<file path="src/rtl/sdram_port_arbiter.sv">
// Two-master arbiter in front of a single SDRAM controller slave port.
// m0 (VGA line fetch, read-only) has priority; m1 (draw/CPU) is guaranteed a
// slot after MAX_M0_RUN back-to-back m0 acceptances. Read responses are steered
// back to their issuer through an in-order tag FIFO.
module sdram_port_arbiter #(
  parameter int unsigned ADDR_W      = 24,
  parameter int unsigned DATA_W      = 16,
  parameter int unsigned MAX_PENDING = 8,
  parameter int unsigned MAX_M0_RUN  = 16
) (
  input  logic                         clk_clk,
  input  logic                         reset_reset,
  // master 0: VGA reader
  input  logic [ADDR_W-1:0]            m0_address,
  input  logic                         m0_read,
  output logic                         m0_waitrequest,
  output logic [DATA_W-1:0]            m0_readdata,
  output logic                         m0_readdatavalid,
  // master 1: draw / CPU
  input  logic [ADDR_W-1:0]            m1_address,
  input  logic                         m1_read,
  input  logic                         m1_write,
  input  logic [DATA_W-1:0]            m1_writedata,
  input  logic [DATA_W/8-1:0]          m1_byteenable,
  output logic                         m1_waitrequest,
  output logic [DATA_W-1:0]            m1_readdata,
  output logic                         m1_readdatavalid,
  // slave: SDRAM controller
  output logic [ADDR_W-1:0]            s_address,
  output logic                         s_read,
  output logic                         s_write,
  output logic [DATA_W-1:0]            s_writedata,
  output logic [DATA_W/8-1:0]          s_byteenable,
  input  logic                         s_waitrequest,
  input  logic [DATA_W-1:0]            s_readdata,
  input  logic                         s_readdatavalid,
  // status
  output logic [$clog2(MAX_PENDING):0] pending_count,
  output logic                         err_orphan
);

  localparam int unsigned PTR_W = $clog2(MAX_PENDING);
  localparam int unsigned CNT_W = PTR_W + 1;
  localparam int unsigned RUN_W = $clog2(MAX_M0_RUN + 1);

  // Arbitration state
  logic             lock_q;
  logic             owner_q;
  logic [RUN_W-1:0] starve_q;

  // Tag FIFO: one bit per outstanding read, 0 = m0, 1 = m1
  logic             tag_q [MAX_PENDING];
  logic [PTR_W-1:0] wptr_q;
  logic [PTR_W-1:0] rptr_q;
  logic [CNT_W-1:0] count_q;
  logic             orphan_q;

  logic rd_full;
  logic want0;
  logic want1;
  logic m1_is_rd;
  logic present;
  logic sel;
  logic accept;
  logic fifo_empty;
  logic push;
  logic pop;
  logic head;

  // Read blocking uses the registered count, so a same-cycle pop does not help.
  assign rd_full    = (count_q == CNT_W'(MAX_PENDING));
  assign m1_is_rd   = m1_read & ~m1_write;  // read+write together counts as a write
  assign want0      = m0_read & ~rd_full;
  assign want1      = m1_write | (m1_read & ~rd_full);
  assign fifo_empty = (count_q == '0);

  // Pick the master presented to the slave this cycle.
  always_comb begin
    present = 1'b0;
    sel     = 1'b0;
    if (reset_reset) begin
      present = 1'b0;
    end else if (lock_q) begin
      // A stalled command keeps the port until the controller takes it.
      sel     = owner_q;
      present = owner_q ? (m1_read | m1_write) : m0_read;
    end else if (want1 && ((starve_q == RUN_W'(MAX_M0_RUN)) || !want0)) begin
      sel     = 1'b1;
      present = 1'b1;
    end else if (want0) begin
      present = 1'b1;
    end
  end

  assign accept = present & ~s_waitrequest;

  // Zero-latency command mux and per-master stall.
  always_comb begin
    s_address    = '0;
    s_read       = 1'b0;
    s_write      = 1'b0;
    s_writedata  = '0;
    s_byteenable = '0;
    if (present) begin
      if (sel) begin
        s_address    = m1_address;
        s_read       = m1_is_rd;
        s_write      = m1_write;
        s_writedata  = m1_writedata;
        s_byteenable = m1_byteenable;
      end else begin
        s_address    = m0_address;
        s_read       = 1'b1;
        s_byteenable = '1;
      end
    end
    m0_waitrequest = ~(accept & ~sel);
    m1_waitrequest = ~(accept & sel);
  end

  assign push = accept & s_read;
  assign head = tag_q[rptr_q];
  assign pop  = s_readdatavalid & ~fifo_empty & ~reset_reset;

  assign m0_readdata      = s_readdata;
  assign m1_readdata      = s_readdata;
  assign m0_readdatavalid = pop & ~head;
  assign m1_readdatavalid = pop & head;
  assign pending_count    = count_q;
  assign err_orphan       = orphan_q;

  // Lock, starvation counter, FIFO pointers and the sticky orphan flag.
  always_ff @(posedge clk_clk) begin
    if (reset_reset) begin
      lock_q   <= 1'b0;
      owner_q  <= 1'b0;
      starve_q <= '0;
      wptr_q   <= '0;
      rptr_q   <= '0;
      count_q  <= '0;
      orphan_q <= 1'b0;
    end else begin
      lock_q <= present & s_waitrequest;
      if (present) begin
        owner_q <= sel;
      end

      if (!want1 || (accept && sel)) begin
        starve_q <= '0;
      end else if (accept && !sel && (starve_q != RUN_W'(MAX_M0_RUN))) begin
        starve_q <= starve_q + RUN_W'(1);
      end

      if (push) begin
        wptr_q <= wptr_q + PTR_W'(1);
      end
      if (pop) begin
        rptr_q <= rptr_q + PTR_W'(1);
      end
      case ({push, pop})
        2'b10:   count_q <= count_q + CNT_W'(1);
        2'b01:   count_q <= count_q - CNT_W'(1);
        default: count_q <= count_q;
      endcase

      if (s_readdatavalid && fifo_empty) begin
        orphan_q <= 1'b1;
      end
    end
  end

  // Tag storage needs no reset; only entries between the pointers are read.
  always_ff @(posedge clk_clk) begin
    if (push) begin
      tag_q[wptr_q] <= sel;
    end
  end

endmodule

</file>
<file path="config.mk">
export PLATFORM = sky130hd
export DESIGN_NAME = sdram_port_arbiter
export DESIGN_NICKNAME = d
export VERILOG_FILES = /design/src/rtl/sdram_port_arbiter.sv
export SDC_FILE = /design/constraint.sdc
export NUM_CORES = 1
export LEC_CHECK = 0
export BUFFER_PORTS_ARGS = -buffer_cell sky130_fd_sc_hd__clkbuf_2
export CORE_MARGIN = 1
export CORE_UTILIZATION = 25
export DETAILED_ROUTE_END_ITERATION = 7
export PLACE_DENSITY = 0.61
export SYNTH_ARGS = -nofsm -noshare
export SYNTH_HDL_FRONTEND = slang
export SYNTH_SLANG_ARGS = --single-unit
</file>
<file path="constraint.sdc">
create_clock -name clk_clk -period 3.2 [get_ports clk_clk]
set_input_delay 0.16 -clock clk_clk [delete_from_list [all_inputs] [get_ports clk_clk]]
set_output_delay 0.16 -clock clk_clk [all_outputs]
set_load 0.01 [all_outputs]
</file>
==> impl_metrics.json <==
{
  "rr_endpoint": "pending_count[2]$_SDFFE_PP0P_",
  "clkPwrFrac": 0.397,
  "max_slew_margin": 0.598,
  "nets": 476,
  "gp_congestion": 0.851,
  "cts_resized": 0,
  "layout.cells.non_filler": 486,
  "antennaDiodeCount": 0,
  "cts_htree_levels": 2,
  "cts.sink_count": 29,
  "synth_edf_count": 8,
  "grt_pass1_vias": 1895,
  "dpl.cell_count": 478,
  "hpwl_um": 4250,
  "yosys.area.top_type": "dfxtp_1",
  "worstReg2RegStart": "starve_q[0]$_SDFFE_PP0P_",
  "gr-usage-met1": 0.132,
  "num_vias": 2160,
  "ys_types": 43,
  "antenna_found_initial": 0,
  "die_h_um": 96.0,
  "design.die.area_sq_um": 9210,
  "synth-async-reset-ratio": 0,
  "min_period_ns": 2.92,
  "synth_warnings": 0,
  "maxCapViolCount": 0,
  "grt_max_degree": 38,
  "cts_tree": "built",
  "setup_tns_ns": 0,
  "clockBufferDepth": 2,
  "clk_pin_slew_worst_paths_ns": 0.07,
  "fin_crit_sh": 0.914,
  "setup_viol": 0,
  "drtAntennaViolNets": 0,
  "post-cts-setup-buffers": 0,
  "finalMaxSlewViolations": 0,
  "drive_above_1_share": 0.388,
  "grt_overflow": 0,
  "rsz0062_at_grt": "false",
  "firstDrtPassIters": 4,
  "final_util": 0.337,
  "peakVddDrop_v": 0.000187,
  "endpoint": "pending_count[2]$_SDFFE_PP0P_",
  "final_common_cell": "clkbuf_2",
  "syn_to_final_growth_pct": 27.9,
  "synthFlopType": "dfxtp_1",
  "worstMarginPinSlew_ns": 0.602,
  "status": "finished, final reports clean",
  "path_class": "flip-flop to flip-flop",
  "synth.top_cell.area_share": 0.190,
  "critPathLaunchType": "flip-flop",
  "hold_viol_final": 0,
  "pin_count": 174,
  "drt_iter0_drc": 59,
  "p_seq_frac": 0.363,
  "track_usage": 0.115,
  "ys_seq_area_frac": 0.299,
  "cts_buffers": 5,
  "p_comb_frac": 0.239,
  "syn-num-nets": 385,
  "p_sw_uw": 312,
  "cp-end-kind": "flip-flop",
  "synth_seq_cells": 29,
  "synth.cell_area_sq_um": 2210,
  "netlist_instances": 289,
  "ff2ff_path_depth": 13,
  "grt.busiest_layer": "met2",
  "p_per_area_nw_per_um2": 403,
  "r2r_slack_ns": 0.28,
  "critical_path.max_fanout": 6,
  "clock-skew-final_ns": 0.00549,
  "clk_latency_ns": 0.28,
  "start_util": 0.263,
  "fmax_mhz": 342,
  "fp.dieW_um": 96.0,
  "synth.area.top_cells": "dfxtp_1 (19%), buf_4 (12%), edfxtp_1 (11%), nand2_1 (9.2%), a21oi_1 (7.9%)",
  "leakagePower_uw": 0.00138,
  "cp_data_arrival_time_ns": 3.14,
  "intPower_uw": 826,
  "portBuffers": 125,
  "most-common-layout-cells": "clkbuf_2 (125), nand2_1 (54), a21oi_1 (35)",
  "grt_pass1_wl_um": 8420,
  "hold_path_class": "input port to flip-flop",
  "via_per_inst": 4.44,
  "use_met2": 0.209,
  "drc": 0,
  "wire_per_inst_um": 11.1,
  "cts_hold_buf": 0,
  "post_synth.cell_area_avg_sq_um": 7.64,
  "swShare": 0.274,
  "totalWireLength_um": 5400,
  "startpoint": "starve_q[0]$_SDFFE_PP0P_",
  "cp.required_ns": 3.41,
  "std_cell_rows": 33,
  "cts_root_buf": "clkbuf_8",
  "use_met3": 0.0324,
  "core_sq_um": 8380
}
[cell families after synthesis]
group	after synthesis	synth area share
muxes	6	0.0385
and+or+nand+nor	133	0.293
xor gates and xnor gates	6	0.0238
buffers and inverters	55	0.156
adders and majority gates	7	0.0397
DFF	29	0.299
AOI/OAI and AO/OA	53	0.149
[how the worst min path moves through the flow]
| stage | start | to | slack, ns | depth (start not counted) |
|---|---|---|---|---|
| after floorplan | s_readdatavalid | err_orphan$_SDFFE_PP0P_ | 0.30 | 2 |
| after global placement | s_readdata[12] | m0_readdata[12] | 0.32 | 0 |
| after detailed placement | s_readdata[12] | m0_readdata[12] | 0.32 | 0 |
| after CTS | s_readdatavalid | err_orphan$_SDFFE_PP0P_ | 0.13 | 3 |
| after global routing | s_readdatavalid | err_orphan$_SDFFE_PP0P_ | 0.19 | 3 |
| final | s_readdatavalid | err_orphan$_SDFFE_PP0P_ | 0.14 | 3 |
[worst max-delay path, cell delays in order (launching register included)]
cell,delay [ns]
dfxtp_1,0.36
inv_1,0.08
ha_1,0.18
nor4bb_1,0.13
o311ai_1,0.32
o2111a_1,0.39
inv_1,0.10
ha_1,0.27
xor2_1,0.16
ha_1,0.19
a21oi_1,0.14
xor2_1,0.09
or3_1,0.30
a21oi_1,0.13
[per-stage QoR]
step	hold WS, ns	power [uW]	cell area (sq um)	setup slack, ns
2_1_floorplan	0.301	625	2210	0.420
3_3_place_gp	0.320	692	2690	0.287
3_5_place_dp	0.320	696	2690	0.179
4_1_cts	0.131	1150	2830	0.161
5_1_grt	0.185	1210	2830	0.00417
6_report	0.145	1140	2830	0.276
[synthesized netlist by cell type, types with 2 or more instances]
cell type	instances
a21oi_1	35
a31o_2	2
and2_1	18
and3_1	2
buf_2	6
buf_4	35
clkbuf_1	5
dfxtp_1	21
edfxtp_1	8
ha_1	7
inv_1	8
mux2i_1	4
mux4_2	2
nand2_1	54
nand2b_1	6
nand3_1	3
nand4_1	3
nor2_1	30
nor2b_1	2
nor3_1	2
nor4_1	2
nor4bb_1	2
o21ai_0	5
o31ai_1	2
or3_1	2
or4_1	2
xnor2_1	2
xor2_1	4
[power groups by stage]
stage          clock (uW)  combinational [uW]  sequential, uW
2_1_floorplan           0                 207             419
3_3_place_gp            0                 271             421
3_5_place_dp            0                 273             422
4_1_cts               463                 275             414
5_1_grt               481                 308             417
6_report              452                 272             414
[final cells by class]
cell class / count / area, sq um
well taps: 105 / 131
repair buffers: 130 / 663
clock buffers: 5 / 68.8
flip-flops and latches: 29 / 661
inverters: 9 / 33.8
multi-input cells: 205 / 1200
clock inverters: 3 / 65.1
fillers: 899 / 5560
[layer usage]
layer	share of wire	wire length, um
met3	0.059	317
met2	0.51	2730
met5	0	0
met1	0.42	2290
met4	0.011	61
No activity file was read; power rests on OpenSTA's default activity.
